==> config.mk <==
export PLATFORM = sky130hd
export DESIGN_NAME = countdown_mmss
export DESIGN_NICKNAME = d
export VERILOG_FILES = /design/src/rtl/timer_pkg.sv /design/src/rtl/counter_sec_down.sv /design/src/rtl/countdown_mmss.sv
export SDC_FILE = /design/constraint.sdc
export NUM_CORES = 1
export LEC_CHECK = 0
export CAP_MARGIN = 20
export CORE_MARGIN = 4
export CORE_UTILIZATION = 25
export CTS_CLUSTER_DIAMETER = 30
export DETAILED_ROUTE_END_ITERATION = 8
export HOLD_SLACK_MARGIN = 0.15
export PLACE_DENSITY = 0.43
export SLEW_MARGIN = 20
export SYNTH_ARGS = -nofsm -noshare
export SYNTH_HDL_FRONTEND = slang
export SYNTH_SLANG_ARGS = --single-unit
export TNS_END_PERCENT = 20
==> constraint.sdc <==
create_clock -name clock -period 2.4 [get_ports clock]
set_input_delay 0.24 -clock clock [delete_from_list [all_inputs] [get_ports clock]]
set_output_delay 0.24 -clock clock [all_outputs]
set_load 0.005 [all_outputs]
==> src/rtl/timer_pkg.sv <==
// timer_pkg
// Shared definitions for the MM:SS countdown timer: state encoding of the
// run/pause FSM, count field width, seconds wrap value and a clamp helper
// used when a preset is loaded.
package timer_pkg;

    localparam int CNT_W = 6;

    localparam logic [CNT_W-1:0] SEC_MAX = 6'd59;

    typedef enum logic [1:0] {
        IDLE  = 2'd0,
        RUN   = 2'd1,
        PAUSE = 2'd2,
        DONE  = 2'd3
    } state_t;

    // Saturate a loaded preset to the highest legal value of its field.
    function automatic logic [CNT_W-1:0] clamp_cnt(input logic [CNT_W-1:0] val,
                                                   input logic [CNT_W-1:0] lim);
        return (val > lim) ? lim : val;
    endfunction

endpackage

==> src/rtl/counter_sec_down.sv <==
// counter_sec_down
// One 6-bit down-counting field of the countdown timer (seconds or minutes).
// Loads a preset clamped to MAX, decrements on i_dec, and when WRAP is set
// wraps 0 -> MAX and flags the wrap on o_borrow in the same cycle as the
// decrement request (the parent registers it). With WRAP clear the field
// simply holds at zero.
//
// Ports:
//   i_clk       clock, rising edge
//   i_rst       asynchronous active-high reset, clears the field
//   i_load      synchronous load of i_load_val (clamped to MAX)
//   i_load_val  preset value
//   i_dec       decrement request (ignored while i_load is high)
//   o_count     registered field value
//   o_borrow    combinational: decrement requested while field is zero
module counter_sec_down
    import timer_pkg::*;
#(
    parameter logic [CNT_W-1:0] MAX  = SEC_MAX,
    parameter bit               WRAP = 1'b1
) (
    input  logic             i_clk,
    input  logic             i_rst,
    input  logic             i_load,
    input  logic [CNT_W-1:0] i_load_val,
    input  logic             i_dec,
    output logic [CNT_W-1:0] o_count,
    output logic             o_borrow
);

    logic [CNT_W-1:0] r_count;
    logic             w_zero;

    assign w_zero   = (r_count == '0);
    assign o_count  = r_count;
    assign o_borrow = WRAP && i_dec && !i_load && w_zero;

    always_ff @(posedge i_clk or posedge i_rst) begin
        if (i_rst) begin
            r_count <= '0;
        end else if (i_load) begin
            r_count <= clamp_cnt(i_load_val, MAX);
        end else if (i_dec) begin
            if (w_zero) begin
                if (WRAP) begin
                    r_count <= MAX;
                end
            end else begin
                r_count <= r_count - CNT_W'(1);
            end
        end
    end

endmodule

==> src/rtl/countdown_mmss.sv <==
// countdown_mmss
// Minutes:seconds countdown timer. A preset MM:SS is loaded, started, and
// then decremented once per one-second tick. borrow_sec pulses when seconds
// wrap 00->59, done pulses for one cycle together with the first 00:00
// reading. The prescaler divides enabled cycles down to ticks and only
// advances while running.
//
// Ports:
//   clock       system clock, rising edge
//   reset_tmr   asynchronous active-high reset
//   enable_tmr  tick enable shared with the time-of-day counters
//   load_tmr    synchronous preset load (highest priority after reset)
//   data_min    preset minutes (clamped to MAX_MIN)
//   data_sec    preset seconds (clamped to 59)
//   start       run request (level)
//   stop        pause request (level, wins over start)
//   count_min   current minutes
//   count_sec   current seconds
//   borrow_sec  one-cycle pulse on seconds wrap
//   done        one-cycle pulse on reaching 00:00
//   running     high while in RUN
//
// state | meaning
// IDLE  | preset loaded or after reset, count held, waiting for start
// RUN   | counting down on each tick
// PAUSE | stopped mid-count, count and prescaler held
// DONE  | reached 00:00, only load or reset leaves
module countdown_mmss
    import timer_pkg::*;
#(
    parameter int MAX_MIN  = 59,
    parameter int TICK_DIV = 1
) (
    input  logic             clock,
    input  logic             reset_tmr,
    input  logic             enable_tmr,
    input  logic             load_tmr,
    input  logic [CNT_W-1:0] data_min,
    input  logic [CNT_W-1:0] data_sec,
    input  logic             start,
    input  logic             stop,
    output logic [CNT_W-1:0] count_min,
    output logic [CNT_W-1:0] count_sec,
    output logic             borrow_sec,
    output logic             done,
    output logic             running
);

    localparam int               PW         = (TICK_DIV > 1) ? $clog2(TICK_DIV) : 1;
    localparam logic [PW-1:0]    PRESC_LAST = PW'(TICK_DIV - 1);
    localparam logic [CNT_W-1:0] MIN_MAX    = CNT_W'(MAX_MIN);

    state_t           r_state;
    state_t           w_next_state;
    logic [PW-1:0]    r_presc;
    logic             r_done;
    logic             r_borrow;
    logic             r_running;

    logic             w_tick;
    logic             w_presc_adv;
    logic             w_dec_sec;
    logic             w_dec_min;
    logic             w_done_nxt;
    logic             w_zero;
    logic             w_last_sec;
    logic             w_sec_borrow;
    logic             w_min_borrow;
    logic [CNT_W-1:0] w_sec;
    logic [CNT_W-1:0] w_min;

    assign w_tick     = enable_tmr && (r_presc == PRESC_LAST);
    assign w_zero     = (w_min == '0) && (w_sec == '0);
    assign w_last_sec = (w_min == '0) && (w_sec == CNT_W'(1));
    // Minutes step down exactly when seconds are about to wrap.
    assign w_dec_min  = w_dec_sec && (w_sec == '0);

    counter_sec_down #(
        .MAX  (SEC_MAX),
        .WRAP (1'b1)
    ) u_sec (
        .i_clk      (clock),
        .i_rst      (reset_tmr),
        .i_load     (load_tmr),
        .i_load_val (data_sec),
        .i_dec      (w_dec_sec),
        .o_count    (w_sec),
        .o_borrow   (w_sec_borrow)
    );

    counter_sec_down #(
        .MAX  (MIN_MAX),
        .WRAP (1'b0)
    ) u_min (
        .i_clk      (clock),
        .i_rst      (reset_tmr),
        .i_load     (load_tmr),
        .i_load_val (data_min),
        .i_dec      (w_dec_min),
        .o_count    (w_min),
        .o_borrow   (w_min_borrow)
    );

    always_ff @(posedge clock or posedge reset_tmr) begin
        if (reset_tmr) begin
            r_state <= IDLE;
        end else begin
            r_state <= w_next_state;
        end
    end

    always_comb begin
        w_next_state = r_state;
        w_presc_adv  = 1'b0;
        w_dec_sec    = 1'b0;
        w_done_nxt   = 1'b0;
        if (load_tmr) begin
            w_next_state = IDLE;
        end else begin
            case (r_state)
                IDLE: begin
                    if (!stop && start) begin
                        if (w_zero) begin
                            w_next_state = DONE;
                            w_done_nxt   = 1'b1;
                        end else begin
                            w_next_state = RUN;
                        end
                    end
                end
                RUN: begin
                    if (stop) begin
                        w_next_state = PAUSE;
                    end else if (w_zero) begin
                        // Unreachable in normal operation; never count below zero.
                        w_next_state = DONE;
                    end else begin
                        w_presc_adv = enable_tmr;
                        if (w_tick) begin
                            w_dec_sec = 1'b1;
                            if (w_last_sec) begin
                                w_next_state = DONE;
                                w_done_nxt   = 1'b1;
                            end
                        end
                    end
                end
                PAUSE: begin
                    if (!stop && start) begin
                        w_next_state = RUN;
                    end
                end
                DONE: begin
                    w_next_state = DONE;
                end
                default: begin
                    w_next_state = IDLE;
                end
            endcase
        end
    end

    always_ff @(posedge clock or posedge reset_tmr) begin
        if (reset_tmr) begin
            r_presc <= '0;
        end else if (load_tmr) begin
            r_presc <= '0;
        end else if (w_presc_adv) begin
            r_presc <= (r_presc == PRESC_LAST) ? '0 : r_presc + PW'(1);
        end
    end

    always_ff @(posedge clock or posedge reset_tmr) begin
        if (reset_tmr) begin
            r_done    <= 1'b0;
            r_borrow  <= 1'b0;
            r_running <= 1'b0;
        end else begin
            r_done    <= w_done_nxt;
            r_borrow  <= w_sec_borrow;
            r_running <= (w_next_state == RUN);
        end
    end

    assign count_min  = w_min;
    assign count_sec  = w_sec;
    assign borrow_sec = r_borrow;
    assign done       = r_done;
    assign running    = r_running;

    // Minutes never wrap, so their borrow output carries no information.
    logic w_unused;
    assign w_unused = w_min_borrow;

endmodule

== Word level (Yosys, flattened, before mapping) ==
Cells that the tools add are included.

* Add/subtract/negate cells: 3
* Order comparisons: 2
* Eq/ne operators: 6
* Muxes and demuxes: 37
* Bitwise gates (word level): 1
* Reductions and logical operators: 16

{| class="wikitable"
|+ Operator list
! kind !! count
|-
| $mux W6 || 8
|-
| $mux W1 || 19
|-
| $mux W2 || 8
|-
| $gt A6 B6 Y1 const B || 2
|-
| $logic_not A6 Y1 || 2
|-
| $sub A6 B1 Y6 const B || 2
|-
| $pmux W2 S4 || 1
|-
| $logic_and A1 B1 Y1 || 7
|-
| $eq A6 B1 Y1 const B || 1
|-
| $reduce_bool A2 Y1 || 3
|-
| $eq A2 B1 Y1 const B || 2
|-
| $eq A2 B2 Y1 const B || 2
|-
| $logic_not A1 Y1 || 2
|-
| $logic_not A2 Y1 || 1
|-
| $ne A2 B2 Y1 const B || 1
|-
| $pmux W1 S2 || 1
|-
| $reduce_and A2 Y1 || 1
|-
| $add A1 B1 Y1 const B || 1
|-
| $not A1 Y1 || 1
|}

* Bits in registers: 18
* Input port bits: 18
* Word-level logic and storage cells: 72

== Depth between registers and ports, before layout ==
* Depth after elaboration: 10
* Gate-level depth with buffers: 7
* Gate-level depth less buffers: 6

== Cells and area by module ==
From an unflattened synthesis, not the netlist that was laid out.

* Cells, all modules: 131
* Area total of the unflattened synthesis: 1212.4 um^2

{| class="wikitable"
|+ By module, submodules not included
! module !! times used !! cells an instance !! area each (um^2)
|-
| counter_sec_down (u_sec) || 1 || 50 || 454.2
|-
| counter_sec_down (u_min) || 1 || 48 || 440.4
|-
| countdown_mmss || 1 || 33 || 317.8
|}

== Least setup slack after synthesis ==
OpenSTA, ideal clock, no wires.

* Kind: register to register
* Start: reg u_sec.r_count[2], in the netlist u_sec.o_count[2]
* End: reg u_min.r_count[3], in the netlist u_min.o_count[3]
* Library setup time: 82 ps
* Data arrival time: 1747 ps
* Required time: 2318 ps
* Setup slack: 571 ps
* Stages on the path, launching flop included: 5
* Period minus slack after synthesis: 1829 ps
* Cells stage by stage: dfrtp_1 -> nor4_4 -> o2111ai_4 -> or3_1 -> a31oi_1

* Word-level cells in the longest chain between the ends: 9

{| class="wikitable"
|+ RTL lines
! element !! RTL line !! source
|-
| from (decl) || counter_sec_down.sv:31 || <nowiki>logic [CNT_W-1:0] r_count;</nowiki>
|-
| from (signal assigned) || counter_sec_down.sv:42 || <nowiki>r_count <= clamp_cnt(i_load_val, MAX);</nowiki>
|-
| from (signal assigned) || counter_sec_down.sv:49 || <nowiki>r_count <= r_count - CNT_W'(1);</nowiki>
|-
| $logic_not A6 Y1 (*) || countdown_mmss.sv:73, countdown_mmss.sv:76 ||
|-
| $logic_and A1 B1 Y1 || countdown_mmss.sv:73 || <nowiki>assign w_zero = (w_min == '0) && (w_sec == '0);</nowiki>
|-
| $mux W1 || countdown_mmss.sv:134 || <nowiki>end else if (w_zero) begin</nowiki>
|-
| $mux W1 || countdown_mmss.sv:132 || <nowiki>if (stop) begin</nowiki>
|-
| $mux W1 || countdown_mmss.sv:120 || <nowiki>case (r_state)</nowiki>
|-
| $mux W1 || countdown_mmss.sv:117 || <nowiki>if (load_tmr) begin</nowiki>
|-
| $logic_and A1 B1 Y1 (*) || countdown_mmss.sv:76 || <nowiki>assign w_dec_min = w_dec_sec && (w_sec == '0);</nowiki>
|-
| $reduce_bool A2 Y1 (no line) (*) || - ||
|-
| $reduce_and A2 Y1 (no line) (*) || - ||
|-
| to (signal assigned) || counter_sec_down.sv:42 ||
|-
| to (signal assigned) || counter_sec_down.sv:49 ||
|-
| to (decl) || counter_sec_down.sv:31 ||
|}

Every way passes the cells marked *; elsewhere a longest branch is shown, timed or not.
A chain may end at the register's enable or synchronous reset.

== Worst setup path after layout ==
* Start: reg u_sec.r_count[0], in the netlist u_sec.o_count[0]
* End: reg u_sec.r_count[1], in the netlist u_sec.o_count[1]

* Word-level cells in the longest chain between the ends: 7

{| class="wikitable"
|+ RTL lines
! element
|-
| parallel branches: the longest is 7 deep, another holds $sub A6 B1 Y6
|}

Several ways; the timed one is not identified. The select of a mux whose other input is x is not followed.

==> results by group <==
Status
  – Status: finished, final reports clean

Synthesis
  – Mapped cell area: 1150 sq um
  – Count of different cell masters after synthesis: 42
  – Syn Area/Cell: 8.81 sq um
  – Post-synthesis net count: 154
  – Synth Register Bits: 17
  – Seq/Total Area, Yosys: 0.369
  – Yosys warning total: 0
  – Synthesized instance count: 131

Floorplanning
  – Starting density of the core: 0.261
  – Die height: 75.9 um
  – Num ports: 33
  – Die W: 75.9 um
  – Core Region: 4410 sq um
  – Die Footprint: 5770 sq um
  – Rows: 24

STA
  – RSZ-0062 raised after global routing: false
  – Worst-Margin Slew: 0.692 ns
  – Setup Skew: 0.000784 ns
  – Final min period: 1.90 ns
  – Final setup fails: 0
  – Fmax: 525 MHz
  – Max Slew Vio Count: 0
  – Final worst path period share: 0.794
  – Max transition margin: 0.538
  – Setup TNS: 0 ns
  – Hold Vio Cnt, Final: 0

Placement
  – Buffers added on ports: 32
  – RD Place Congestion: 0.766
  – DP HPWL: 2.44 mm
  – Cell Area, Placed: 1550 sq um

Critical path
  – Worst reg-to-reg setup slack: 0.50 ns
  – CP Launch Type: flip-flop
  – Crit. End Element: flip-flop
  – CP Class: flip-flop to flip-flop
  – FF-to-FF End: u_sec.o_count[1]
  – Worst-path fanout max: 10
  – Worst reg2reg startpoint: u_sec.o_count[0]
  – Worst Path Arrival: 2.06 ns
  – Reg2Reg Depth: 5
  – Required time worst endpoint: 2.56 ns

Clock tree
  – Setup repair bufs after CTS: 0
  – CTS Buf Count: 3
  – PostCTS Resize Cnt: 0
  – Clk pin slew, worst setup/hold paths: 0.07 ns
  – Hold_buf cts: 0
  – CTS tree: done
  – Max clock buf depth: 2
  – CTS sink cnt: 17
  – H-tree Lvls: 1
  – Root buf cell: clkbuf_8
  – Worst skew pair latency: 0.25 ns

Flow run
  – Max Cap Viol: 0

Cells and area
  – Share of layout cells above drive strength 1: 0.0783
  – Layout overhead on the synthesized area: 38.0%
  – Diode count: 0
  – Fin area: 1590 sq um
  – Nets: 190

Route
  – DRC viols: 0
  – Wire length per cell: 14.6 um
  – Final ANT Viol Nets: 0
  – DRT iter0 DRCs: 44
  – Total Wirelength: 3.19 mm
  – DRT Pass-1 Iters: 4
  – Vias per inst: 5.03
  – Vias: 1096

Global routing
  – Vias in the first global route: 1103
  – Largest net degree at the start of global routing: 18
  – Global-route wire length before repair: 5.51 mm
  – Grt total ovfl: 0
  – Total GRT Usage: 0.114
  – Initial antenna violation count: 0

Min path
  – Worst min path class: input pin to asynchronous set/reset pin

Power and ir drop
  – Peak VDD IR: 0.000225 V
  – Leak: 0.651 nW
  – PD cells: 472 nW/um^2
## report_power, final
part	leakage, nW	total, W	switching, W	internal, W
registers	0.206	0.000342	0.0000339	0.000309
clock network	0.0228	0.000220	0.000102	0.000118
logic	0.422	0.000190	0.0000854	0.000104
total	0.651	0.000752	0.000221	0.000531
## state kept, by name, summed over array words and instances, names as in the netlist
register,cells
borrow_sec,1
done,1
r_state,2
running,1
u_min.o_count,6
u_sec.o_count,6
## area by class of cell
class | count | area (sq um)
inverter | 13 | 48.8
fill | 456 | 2820
timing repair buffer | 35 | 343
sequential | 17 | 425
multi-input combinational | 97 | 664
tap | 52 | 65.1
clock buffer | 4 | 45.0
## placed cells by master (no fill, tap or decap), types with 2 or more instances in the layout
cell and count:
clkdlybuf4s50_1 32, dfrtp_1 17, nand3_1 2, nand4_1 5, and3_1 2, a21oi_1 6, a31oi_1 3, nand2_1 10
a311oi_1 2, and4_1 2, nand2b_1 3, a22o_2 2, or3_1 6, ha_1 5, nor2_1 9, inv_1 13
clkbuf_8 3, o31ai_1 3, o21ai_0 11, nor2b_1 2, nor3_1 3, buf_4 3
## routing by layer
layer / track usage / vias to the layer above / part of all wire
met4: 0.0196 / 0 / 0.0057
met3: 0.0391 / 2 / 0.045
met2: 0.182 / 17 / 0.47
met1: 0.150 / 519 / 0.48
met5: 0 / - / 0
li1: - / 558 / -
## stage by stage
stage	total power [W]	std cells	worst slack [ns]	util	hold slack, ns
final	0.000752	218	0.495	0.361	0.393
after global routing	0.000798	218	0.325	0.361	0.468
after CTS	0.000761	218	0.451	0.361	0.432
after detailed placement	0.000539	214	0.457	0.350	0.615
after global placement	0.000540	214	0.511	0.350	0.618
after floorplan	0.000433	131	0.571	-	0.166
## cells in the mapped netlist
| cell type | number | area [sq um] |
|---|---|---|
| inv_1 | 13 | 48.8 |
| nand2b_1 | 3 | 18.8 |
| a32oi_1 | 1 | 8.76 |
| a22o_2 | 2 | 20.0 |
| dfrtp_1 | 17 | 425 |
| a31o_2 | 1 | 8.76 |
| nor2_1 | 9 | 33.8 |
| and3_1 | 2 | 12.5 |
| a311oi_1 | 2 | 17.5 |
| o31a_1 | 1 | 8.76 |
| o2111ai_4 | 1 | 26.3 |
| a41oi_1 | 1 | 8.76 |
| clkbuf_1 | 3 | 11.3 |
| and2_1 | 1 | 6.26 |
| a41o_1 | 1 | 10.0 |
| buf_1 | 1 | 3.75 |
| and4bb_2 | 1 | 12.5 |
| o211ai_1 | 1 | 7.51 |
| ha_1 | 5 | 62.6 |
| o21ai_0 | 11 | 55.1 |
| nor3b_1 | 1 | 7.51 |
| nand4_1 | 5 | 31.3 |
| mux2i_1 | 1 | 10.0 |
| nor3_1 | 3 | 15.0 |
| and4_1 | 2 | 17.5 |
| o21bai_1 | 1 | 7.51 |
| a21o_2 | 1 | 8.76 |
| nand2_1 | 10 | 37.5 |
| nor2b_1 | 2 | 12.5 |
| nand3_1 | 2 | 10.0 |
| a31oi_1 | 3 | 18.8 |
| o22a_1 | 1 | 8.76 |
| o21a_1 | 1 | 7.51 |
| xnor2_1 | 1 | 8.76 |
| o2111ai_1 | 1 | 8.76 |
| a311o_1 | 1 | 10.0 |
| o31ai_1 | 3 | 22.5 |
| or3_1 | 6 | 37.5 |
| nor4_4 | 1 | 21.3 |
| a21oi_1 | 6 | 30.0 |
| a21boi_0 | 1 | 7.51 |
| a21o_1 | 1 | 7.51 |
## kinds of logic (layout without fill, tap and decap cells)
family,count (synthesis),after routing,synth area share
xor+xnor,1,1,0.00759
compound gates,42,42,0.268
mux,1,1,0.00868
simple gates,48,48,0.238
fa+ha+maj,5,5,0.0542
buf+inv,17,52,0.0553
flops,17,17,0.369
## worst max-delay path, stage by stage (launching register included)
cell and delay [ns]:
dfrtp_1 0.43, inv_1 0.10, ha_1 0.40, nand4_1 0.34, and3_1 0.30, o31ai_1 0.24
## how the worst max path moves through the flow
stage	startpoint	endpoint	slack [ns]
floorplan	u_sec.o_count[2]	u_min.o_count[3]	0.57
global placement	stop	u_min.o_count[4]	0.51
detailed placement	stop	u_min.o_count[4]	0.46
CTS	u_sec.o_count[0]	u_sec.o_count[1]	0.45
global route	u_sec.o_count[0]	u_sec.o_count[1]	0.32
finish	u_sec.o_count[0]	u_sec.o_count[1]	0.50
Power figures use the tool's default switching activity.
